File: src/rtl/xor_frame_accum_if.sv
// Handshake bundle for xor_frame_accum: framed input beats and a per-frame result.
// The master side is the producer/consumer pair and the slave side is the accumulator.
interface xor_frame_accum_if #(
  parameter int WIDTH   = 8,
  parameter int MAX_LEN = 16
);
  localparam int CNT_W = $clog2(MAX_LEN + 1);

  logic             in_valid;
  logic             in_ready;
  logic [WIDTH-1:0] in_data;
  logic             in_last;
  logic             out_valid;
  logic             out_ready;
  logic [WIDTH-1:0] out_data;
  logic             out_parity;
  logic [CNT_W-1:0] out_count;
  logic             out_overflow;

  modport master (
    output in_valid, in_data, in_last, out_ready,
    input  in_ready, out_valid, out_data, out_parity, out_count, out_overflow
  );

  modport slave (
    input  in_valid, in_data, in_last, out_ready,
    output in_ready, out_valid, out_data, out_parity, out_count, out_overflow
  );
endinterface

File: src/rtl/xor_frame_accum.sv
// Folds each frame of WIDTH-bit beats into a running XOR and reports the folded word,
// its parity, a saturating beat count and an overflow flag.
module xor_frame_accum #(
  parameter int WIDTH   = 8,
  parameter int MAX_LEN = 16
) (
  input logic           clk,
  input logic           rst_n,
  xor_frame_accum_if.slave bus
);
  localparam int CNT_W = $clog2(MAX_LEN + 1);

  typedef enum logic [1:0] {
    IDLE,
    ACCUM,
    DONE
  } state_t;

  state_t           r_state;
  logic [WIDTH-1:0] r_acc;
  logic [CNT_W-1:0] r_count;
  logic             r_overflow;

  logic             r_out_valid;
  logic [WIDTH-1:0] r_out_data;
  logic             r_out_parity;
  logic [CNT_W-1:0] r_out_count;
  logic             r_out_overflow;

  logic             w_in_ready;
  logic             w_accept;
  logic             w_first;
  logic             w_sat;
  logic [WIDTH-1:0] w_acc_next;
  logic [CNT_W-1:0] w_count_next;
  logic             w_ovf_next;

  // in_ready depends only on registered state and reset, never on in_valid
  assign w_in_ready   = (r_state != DONE) && rst_n;
  assign w_accept     = bus.in_valid && w_in_ready;
  assign w_first      = (r_state == IDLE);
  assign w_sat        = (r_count == CNT_W'(MAX_LEN));
  assign w_acc_next   = w_first ? bus.in_data : (r_acc ^ bus.in_data);
  assign w_count_next = w_first ? CNT_W'(1) : (w_sat ? r_count : r_count + CNT_W'(1));
  assign w_ovf_next   = w_first ? 1'b0 : (r_overflow | w_sat);

  always_ff @(posedge clk) begin
    if (!rst_n) begin
      r_state        <= IDLE;
      r_acc          <= '0;
      r_count        <= '0;
      r_overflow     <= 1'b0;
      r_out_valid    <= 1'b0;
      r_out_data     <= '0;
      r_out_parity   <= 1'b0;
      r_out_count    <= '0;
      r_out_overflow <= 1'b0;
    end else begin
      case (r_state)
        IDLE, ACCUM: begin
          if (w_accept) begin
            r_acc      <= w_acc_next;
            r_count    <= w_count_next;
            r_overflow <= w_ovf_next;
            if (bus.in_last) begin
              // Result outputs are loaded with the same next-state values as the frame state
              r_state        <= DONE;
              r_out_valid    <= 1'b1;
              r_out_data     <= w_acc_next;
              r_out_parity   <= ^w_acc_next;
              r_out_count    <= w_count_next;
              r_out_overflow <= w_ovf_next;
            end else begin
              r_state <= ACCUM;
            end
          end
        end
        DONE: begin
          if (bus.out_ready) begin
            r_state        <= IDLE;
            r_acc          <= '0;
            r_count        <= '0;
            r_overflow     <= 1'b0;
            r_out_valid    <= 1'b0;
            r_out_data     <= '0;
            r_out_parity   <= 1'b0;
            r_out_count    <= '0;
            r_out_overflow <= 1'b0;
          end
        end
        default: begin
          r_state <= IDLE;
        end
      endcase
    end
  end

  assign bus.in_ready     = w_in_ready;
  assign bus.out_valid    = r_out_valid;
  assign bus.out_data     = r_out_data;
  assign bus.out_parity   = r_out_parity;
  assign bus.out_count    = r_out_count;
  assign bus.out_overflow = r_out_overflow;
endmodule

File: src/flat_wrapper.sv
// flat-port wrapper written by rule: the top's interface ports become plain ports
module xor_frame_accum_flat 
#(
  parameter int WIDTH   = 8,
  parameter int MAX_LEN = 16
)
  (clk, rst_n, bus_in_valid, bus_in_data, bus_in_last, bus_out_ready, bus_in_ready, bus_out_valid, bus_out_data, bus_out_parity, bus_out_count, bus_out_overflow);
  xor_frame_accum_if #(.WIDTH(WIDTH), .MAX_LEN(MAX_LEN)) bus_i ();
  input logic clk;
  input logic rst_n;
  input wire logic [$bits(bus_i.in_valid)-1:0] bus_in_valid;
  input wire logic [$bits(bus_i.in_data)-1:0] bus_in_data;
  input wire logic [$bits(bus_i.in_last)-1:0] bus_in_last;
  input wire logic [$bits(bus_i.out_ready)-1:0] bus_out_ready;
  output wire logic [$bits(bus_i.in_ready)-1:0] bus_in_ready;
  output wire logic [$bits(bus_i.out_valid)-1:0] bus_out_valid;
  output wire logic [$bits(bus_i.out_data)-1:0] bus_out_data;
  output wire logic [$bits(bus_i.out_parity)-1:0] bus_out_parity;
  output wire logic [$bits(bus_i.out_count)-1:0] bus_out_count;
  output wire logic [$bits(bus_i.out_overflow)-1:0] bus_out_overflow;
  assign bus_i.in_valid = bus_in_valid;
  assign bus_i.in_data = bus_in_data;
  assign bus_i.in_last = bus_in_last;
  assign bus_i.out_ready = bus_out_ready;
  assign bus_in_ready = bus_i.in_ready;
  assign bus_out_valid = bus_i.out_valid;
  assign bus_out_data = bus_i.out_data;
  assign bus_out_parity = bus_i.out_parity;
  assign bus_out_count = bus_i.out_count;
  assign bus_out_overflow = bus_i.out_overflow;
  xor_frame_accum #(.WIDTH(WIDTH), .MAX_LEN(MAX_LEN)) u_core (.clk(clk), .rst_n(rst_n), .bus(bus_i));
endmodule
File: config.mk
export PLATFORM = sky130hd
export DESIGN_NAME = xor_frame_accum_flat
export DESIGN_NICKNAME = d
export VERILOG_FILES = /design/src/rtl/xor_frame_accum_if.sv /design/src/rtl/xor_frame_accum.sv /design/src/flat_wrapper.sv
export SDC_FILE = /design/constraint.sdc
export NUM_CORES = 1
export LEC_CHECK = 0
export CAP_MARGIN = 20
export CORE_MARGIN = 8
export CORE_UTILIZATION = 55
export DETAILED_ROUTE_END_ITERATION = 8
export PLACE_DENSITY = 0.86
export SYNTH_ARGS = -nofsm -noshare
export SYNTH_HDL_FRONTEND = slang
export SYNTH_SLANG_ARGS = --single-unit
File: constraint.sdc
create_clock -name clk -period 2.84 [get_ports clk]
set_input_delay 0.568 -clock clk [delete_from_list [all_inputs] [get_ports clk]]
set_output_delay 0.568 -clock clk [all_outputs]
set_load 0.05 [all_outputs]
Word-level counts from Yosys, hierarchy flattened
Index checks and enable logic that the tools add are counted.
{"block": "word_totals", "ff_bits": 32, "input_bits": 13, "out_inout_bits": 17}
{"block": "classes", "add_sub_neg": 1, "n_eq_ne": 7, "muxes": 32, "bitwise": 2, "n_reduce_logical": 9}
{"operator": "$mux 8", "count": 5}
{"operator": "$pmux 8 s2", "count": 2}
{"operator": "$mux 5", "count": 6}
{"operator": "$pmux 5 s2", "count": 2}
{"operator": "$mux 1", "count": 9}
{"operator": "$pmux 1 s2", "count": 4}
{"operator": "$reduce_xor 8->1", "count": 1}
{"operator": "$xor 8x8->8", "count": 1}
{"operator": "$mux 2", "count": 3}
{"operator": "$ne 2x2->1 const B", "count": 3}
{"operator": "$add 5x1->5 const B", "count": 1}
{"operator": "$eq 5x5->1 const B", "count": 1}
{"operator": "$pmux 2 s2", "count": 1}
{"operator": "$reduce_and 4->1", "count": 1}
{"operator": "$reduce_and 3->1", "count": 1}
{"operator": "$eq 2x1->1 const B", "count": 1}
{"operator": "$eq 2x2->1 const B", "count": 1}
{"operator": "$logic_and 1x1->1", "count": 2}
{"operator": "$logic_not 2->1", "count": 1}
{"operator": "$ne 2x1->1 const B", "count": 1}
{"operator": "$reduce_and 2->1", "count": 1}
{"operator": "$reduce_bool 2->1", "count": 1}
{"operator": "$reduce_or 2->1", "count": 1}
{"operator": "$or 1x1->1", "count": 1}

Logic depth before layout (Yosys ltp)
Gate-level depths: netlist (run 1).
{"block": "depth", "ltp_word": 6, "mapped_depth": 9}

Worst setup path after synthesis (run 1)
No wires, ideal clock.
{"block": "synth_path", "path_kind": "input port to output port", "from": "in rst_n", "to": "out bus_in_ready", "t_arrival_ps": 1482, "slack_ps": 790, "stages": 3, "path_cell_list": "inv_1 > clkbuf_1 > nor2_1"}
{"block": "synth_between", "elab_chain_len": 1}
{"item": "start: declaration", "line": "flat_wrapper.sv:10", "text": "input logic rst_n;"}
{"item": "$logic_and 1x1->1", "line": "xor_frame_accum.sv:39", "text": "assign w_in_ready = (r_state != DONE) && rst_n;"}
{"item": "end: declaration", "line": "flat_wrapper.sv:15", "text": "output wire logic [$bits(bus_i.in_ready)-1:0] bus_in_ready;"}
Every way passes these cells.

Final worst setup path (run 1)
{"block": "layout_path", "from": "reg u_core.r_state[0]", "to": "out bus_in_ready"}
{"block": "layout_between", "elab_chain_len": 2}
{"item": "start: declaration", "line": "xor_frame_accum.sv:19", "text": "state_t r_state;"}
{"item": "start signal: assignment", "line": "xor_frame_accum.sv:49", "text": "r_state <= IDLE;"}
{"item": "start signal: assignment", "line": "xor_frame_accum.sv:67", "text": "r_state <= DONE;"}
{"item": "start signal: assignment", "line": "xor_frame_accum.sv:74", "text": "r_state <= ACCUM;"}
{"item": "$ne 2x2->1", "line": "xor_frame_accum.sv:39"}
{"item": "$logic_and 1x1->1", "line": "xor_frame_accum.sv:39"}
Every way passes these cells.

==> results of run 1 <==
[worst reg2reg max path, delay by kind of cell, from the launching register on]
family	cells	cell delay, ps
AOI/OAI and AO/OA	3	520
DFF	1	720
and+or+nand+nor	2	340
buffers and inverters	1	190
[logic make-up after synthesis]
| kind of cell | synth area share [%] |
|---|---|
| AOI/OAI and AO/OA | 18.72 |
| xor gates and xnor gates | 13.90 |
| and+or+nand+nor | 19.41 |
| muxes | 1.834 |
| buffers and inverters | 5.500 |
| adders and majority gates | 1.528 |
| DFF | 39.11 |
[layer usage]
layer / global-route usage (%) / share of wire [%] / up-vias / wire (um)
met3: 5.508 / 6.0 / 6 / 211
met4: 7.621 / 1.9 / 0 / 68
li1: - / - / 717 / -
met2: 24.74 / 48 / 35 / 1690
met5: 0 / 0 / - / 0
met1: 16.32 / 44 / 646 / 1553
[through the flow]
stage                     cells  utilization [%]  setup WS (ps)  area [um2]
after floorplan             191                -          789.8        1638
after global placement      244            64.83          636.2        1914
after detailed placement    244            64.83          580.4        1914
after CTS                   251            66.40          700.2        1961
after global routing        251            66.40          556.9        1961
final                       251            66.40          714.3        1961
[registers in the layout, summed over array words and instances (netlist names)]
name                     flops
u_core.bus.out_data          8
u_core.r_acc                 8
u_core.bus.out_count         5
u_core.r_count               5
u_core.r_state               2
u_core.bus.out_overflow      1
u_core.bus.out_parity        1
u_core.bus.out_valid         1
u_core.r_overflow            1
[cells in the mapped netlist]
master	number	area (um2)
and3b_1	1	8.760
nor3_1	6	30.03
buf_2	3	15.01
xnor2_1	16	140.1
nor4b_1	1	8.760
a21oi_1	9	45.04
and3_1	2	12.51
a22oi_1	2	15.01
dfxtp_1	32	640.6
o21a_1	1	7.510
a211oi_1	4	30.03
clkbuf_1	5	18.77
a221oi_1	6	52.55
nor2_1	29	108.9
o21ai_2	1	8.760
nand2_1	19	71.32
or2_2	1	6.260
a211oi_2	3	37.54
nand3b_1	1	7.510
a32oi_1	6	52.55
buf_6	3	33.78
a21o_4	1	15.01
o211ai_1	1	7.510
nand3_1	6	30.03
nor2b_1	1	6.260
inv_1	4	15.01
nand4b_1	1	8.760
buf_4	1	7.510
xor2_1	10	87.58
ha_1	2	25.02
o21ai_0	7	35.03
and2_1	3	18.77
mux2i_1	3	30.03
[how the worst max path moves through the flow]
stage               slack, ps                            from                              endpoint  cells past startpoint
floorplan                 790                           rst_n                          bus_in_ready                      3
global placement          640                           rst_n  u_core.bus.out_overflow$_SDFFE_PN0P_                      7
detailed placement        580                           rst_n  u_core.bus.out_overflow$_SDFFE_PN0P_                      7
CTS                       700  u_core.r_state[0]$_SDFFE_PN0P_                          bus_in_ready                      3
global route              560  u_core.r_state[0]$_SDFFE_PN0P_                          bus_in_ready                      3
finish                    710  u_core.r_state[0]$_SDFFE_PN0P_                          bus_in_ready                      3
[report_power, final]
group / leakage, nW / total, mW / switching (mW) / internal [mW]
Combinational: 0.425 / 0.245 / 0.147 / 0.0979
Clock: 0.0281 / 0.243 / 0.152 / 0.0910
Sequential: 0.261 / 0.493 / 0.0227 / 0.471
Total: 0.714 / 0.981 / 0.321 / 0.660
[final cells by class]
type | instances | area (um2)
inverters | 4 | 15.01
fillers | 254 | 992.2
flip-flops and latches | 32 | 640.6
multi-input cells | 143 | 907.1
repair buffers | 32 | 310.3
well taps | 33 | 41.29
clock buffers | 6 | 41.29
clock inverters | 1 | 5.005
==> run_results.csv, run 1 <==
group,metric,value,unit
outcome,status,"finished, final reports clean",
clocking,clkTransAtPathRegs,90,ps
sta,clock-skew-final,3.489,ps
sta,final-hold-violation-count,0,
floorplanning,core.rowCount,20,
clocking,clkSinkCount,32,
drt,wl_per_cell,14.04,um
setup_path,max_fo_critical_path,19,
sta,slew_viol_final,0,
setup_path,timing.critical_path.arrival,1560,ps
synthesis,synthesis.area,1638,um2
sta,worst_margin_slew,603.2,ps
synthesis,synth-seq-cells,32,
grt,grt.overflow.total,0,
sta,post-route-min-period,2126,ps
floorplanning,core_region_area,2953,um2
placed_design,gp_congestion,0.8363,
setup_path,end_kind,"output port",
synthesis,synth.yosys.warnings,0,
grt,grt_max_degree,31,
setup_path,timing.critical_path.from_type,"register",
cells_and_area,leading_cell_type_in_the_layout_fill_and_taps_excluded,"dfxtp_1",
grt,grt_antenna_before_repair,0,
setup_path,rrSetupSlack,970,ps
placed_design,io_buffer_count,29,
synthesis,synth.distinct_cells,33,
worst_hold_path,hold_path_depth,2,
floorplanning,num_io_pins,30,
placed_design,detailedPlacementHpwl,2488,um
floorplanning,start_util,55.47,%
setup_path,crit_family,"flip-flops",
worst_hold_path,worst_hold_path.endpoint,"u_core.bus.out_overflow$_SDFFE_PN0P_",
pwr,power_density,500.3,nW/um2
pwr,p_total,0.9809,mW
grt,global_route.usage.total,14.92,%
synthesis,synth_fp_nets,206,
drt,final_antenna_net_count,0,
setup_path,critical-path-slowest-cell,"dfxtp_1",
pwr,vdd_drop_max,0.2999,mV
sta,grt_setup_unrepaired,"no",
setup_path,crit_path_cell_trace,"nor2b_1, nor2_1, buf_4",
drt,detail_route.drc_violations,0,
clocking,cts_root_buf,"clkbuf_4",
cells_and_area,antenna_cells_inserted,0,
grt,grt_pass1_wl,5968,um
floorplanning,dieArea,4980,um2
clocking,h_tree_levels,2,
drt,drtPass1Iterations,4,
synthesis,post_synth_inst_count,191,
drt,wirelength,3524,um
clocking,worst_skew_pair.late_latency,330,ps
floorplanning,die-height,70.57,um
sta,finish_stage_setup_viols,0,
clocking,clock_path_buffers,2,
synthesis,post_synthesis_sequential_area_ratio,39.11,%
clocking,tritoncts,"yes",
sta,final_min_period_over_clock_period,74.85,%
setup_path,worstSetupPathType,"reg2out",
cells_and_area,syn_to_final_growth,19.71,%
sta,max_slew_headroom,59.73,%
floorplanning,die_x,70.57,um
synthesis,post_synth.cell_area_avg,8.575,um2
clocking,postCtsSetupRepairBufs,0,
cells_and_area,final_layout_size_suffix_gt1_share,7.339,%
clocking,post_cts_resize_count,0,
setup_path,cpPeakStageDelay,720,ps
setup_path,timing.reg2reg.worst_path_depth,6,
setup_path,worstPathBufferInverterCount,1,
sta,timing.fmax,470.4,MHz
cells_and_area,nNetsFinal,233,
clocking,cts_buffers,5,
worst_hold_path,hold_path.startpoint,"u_core.bus.out_overflow$_SDFFE_PN0P_",
setup_path,r2r_end,"u_core.bus.out_data[6]$_SDFFE_PN0P_",
drt,drt_iter0_markers,100,
clocking,ctsHoldBuffers,0,
job,number_of_max_capacitance_violations_reported,0,
sta,setup_total_negative_slack,0,ps
cells_and_area,most-common-layout-cells,"32 x dfxtp_1, 29 x nor2_1, 28 x clkdlybuf4s50_1, 19 x nand2_1, 16 x xnor2_1",
drt,detailroute.via_count,1404,
drt,detail_route.vias_per_cell,5.594,
worst_hold_path,min_path_type,"reg2reg",
grt,first_global_vias,1370,
pwr,power.static_leakage,0.7142,nW
sta,fin_worst_hold_slack,451.9,ps
setup_path,worst_endpoint_required_time,2270,ps
setup_path,timing.rr.start,"u_core.r_state[0]$_SDFFE_PN0P_",
Note: power is estimated with default switching activity, not from simulation.
==> run 2, diff against run 1 <==
- CORE_UTILIZATION: 55 -> 46
- PLACE_DENSITY: 0.86 -> 0.77
- clock period: 2.84 -> 1.9 ns (I/O delays scaled with it)
==> run_results.csv, run 2 (same netlist as run 1, synthesis figures left out) <==
group,metric,value,unit
placed_design,detailedPlacementHpwl,2788,um
cells_and_area,most-common-layout-cells,"32 x dfxtp_1, 29 x nor2_1, 22 x buf_4, 19 x nand2_1, 16 x xnor2_1",
setup_path,worst_endpoint_required_time,1520,ps
drt,detail_route.drc_violations,0,
setup_path,crit_family,"buffers and inverters",
clocking,clkTransAtPathRegs,100,ps
placed_design,dp_cells,272,
setup_path,end_kind,"output port",
clocking,h_tree_levels,2,
clocking,postCtsSetupRepairBufs,0,
worst_hold_path,hold_path.startpoint,"u_core.bus.out_count[2]$_SDFFE_PN0P_",
setup_path,worstSetupPathType,"reg2out",
sta,worst_margin_slew,510.4,ps
cells_and_area,final_cell_area,2141,um2
setup_path,setup.worst_path.start,"u_core.bus.out_parity$_SDFFE_PN0P_",
grt,global_route.usage.total,15.04,%
floorplanning,core_region_area,3390,um2
grt,grt_max_degree,18,
sta,finish_stage_setup_viols,0,
grt,grt_pass1_wl,6423,um
drt,wl_per_cell,13.64,um
sta,timing.fmax,537.5,MHz
sta,fin_worst_hold_slack,459.6,ps
sta,clock-skew-final,7.265,ps
setup_path,crit_path_cell_trace,"clkdlybuf4s50_1",
drt,drtPass1Iterations,4,
floorplanning,num_io_pins,30,
drt,drt_iter0_markers,50,
sta,max_slew_headroom,65.92,%
pwr,power_density,766.5,nW/um2
cells_and_area,finish.cell_count_without_fillers,280,
floorplanning,die_x,75.67,um
cells_and_area,fillers,294,
drt,final_antenna_net_count,0,
setup_path,timing.rr.start,"u_core.r_state[1]$_SDFFE_PN0P_",
setup_path,max_fo_critical_path,2,
sta,slew_viol_final,0,
drt,detail_route.vias_per_cell,5.271,
grt,grt.overflow.total,0,
grt,first_global_vias,1429,
clocking,cts_buffers,5,
drt,wirelength,3820,um
placed_design,gp_congestion,0.8076,
clocking,cts_root_buf,"clkbuf_4",
floorplanning,dieArea,5726,um2
setup_path,cpPeakStageDelay,800,ps
floorplanning,core.rowCount,21,
clocking,tritoncts,"yes",
cells_and_area,leading_cell_type_in_the_layout_fill_and_taps_excluded,"dfxtp_1",
setup_path,critical-path-slowest-cell,"clkdlybuf4s50_1",
sta,post-route-min-period,1861,ps
drt,detailroute.via_count,1476,
clocking,clock_path_buffers,2,
sta,setup_total_negative_slack,0,ps
setup_path,timing.critical_path.arrival,1480,ps
pwr,vdd_drop_max,0.3740,mV
sta,final-hold-violation-count,0,
outcome,status,"finished, final reports clean",
placed_design,io_buffer_count,29,
cells_and_area,syn_to_final_growth,30.71,%
clocking,clkSinkCount,32,
setup_path,timing.critical_path.from_type,"register",
sta,final_min_period_over_clock_period,97.93,%
clocking,worst_skew_pair.late_latency,340,ps
setup_path,worstPathBufferInverterCount,1,
grt,grt_antenna_before_repair,0,
job,number_of_max_capacitance_violations_reported,0,
cells_and_area,final_layout_size_suffix_gt1_share,15.38,%
cells_and_area,nNetsFinal,248,
floorplanning,die-height,75.67,um
placed_design,placed_cell_area,2046,um2
cells_and_area,antenna_cells_inserted,0,
pwr,power.static_leakage,0.9526,nW
worst_hold_path,min_path_type,"reg2reg",
floorplanning,start_util,48.32,%
==> run 2: layer usage <==
layer  track usage [%]  part of all wire (%)  vias up
met4             11.09                   2.5        0
met1             16.42                    43      683
met3             2.895                   5.5        8
met5                 0                     0        -
li1                  -                     -      748
met2             25.41                    49       37
==> run 2: final timing paths <==
path,endpoint,slack [ps],cells past startpoint
worst min-delay path,u_core.bus.out_count[2]$_SDFFE_PN0P_,460,2
worst max register to register,u_core.r_acc[1]$_SDFFE_PN0P_,330,6
worst max-delay path,bus_out_parity,40,1
worst min register to register,u_core.bus.out_count[2]$_SDFFE_PN0P_,460,2
==> run 2: timing repair <==
| action | CTS | global route |
|---|---|---|
| setup endpoints to repair | 1 | 8 |
| hold buffers | 0 | 0 |
| resized for setup | 1 | 8 |
| pin swaps | 0 | 0 |
==> run 2: final cells by class <==
| type | instances | area (um2) | area share (%) |
|---|---|---|---|
| Inverter | 4 | 15.01 | 0.7013 |
| Timing Repair Buffer | 47 | 444.2 | 20.75 |
| Clock inverter | 2 | 35.03 | 1.636 |
| Multi-Input combinational cell | 143 | 907.1 | 42.37 |
| Tap cell | 46 | 57.56 | 2.688 |
| Sequential cell | 32 | 640.6 | 29.92 |
| Clock buffer | 6 | 41.29 | 1.929 |
==> run 2: stage by stage <==
step / setup WS [ps] / util [%] / power [mW]
after detailed placement: 58.95 / 60.35 / 1.148
final: 39.40 / 63.16 / 1.641
after global routing: -18.85 / 63.16 / 1.720
after global placement: 94.72 / 60.35 / 1.141
after CTS: 16.08 / 62.57 / 1.656
after floorplan: 225.8 / - / 1.008
==> run 2: where the power goes <==
group	leakage [nW]	internal (mW)	switching (mW)
Sequential	0.261	0.704	0.0272
Combinational	0.650	0.171	0.229
Clock	0.0422	0.276	0.234
Total	0.953	1.15	0.491
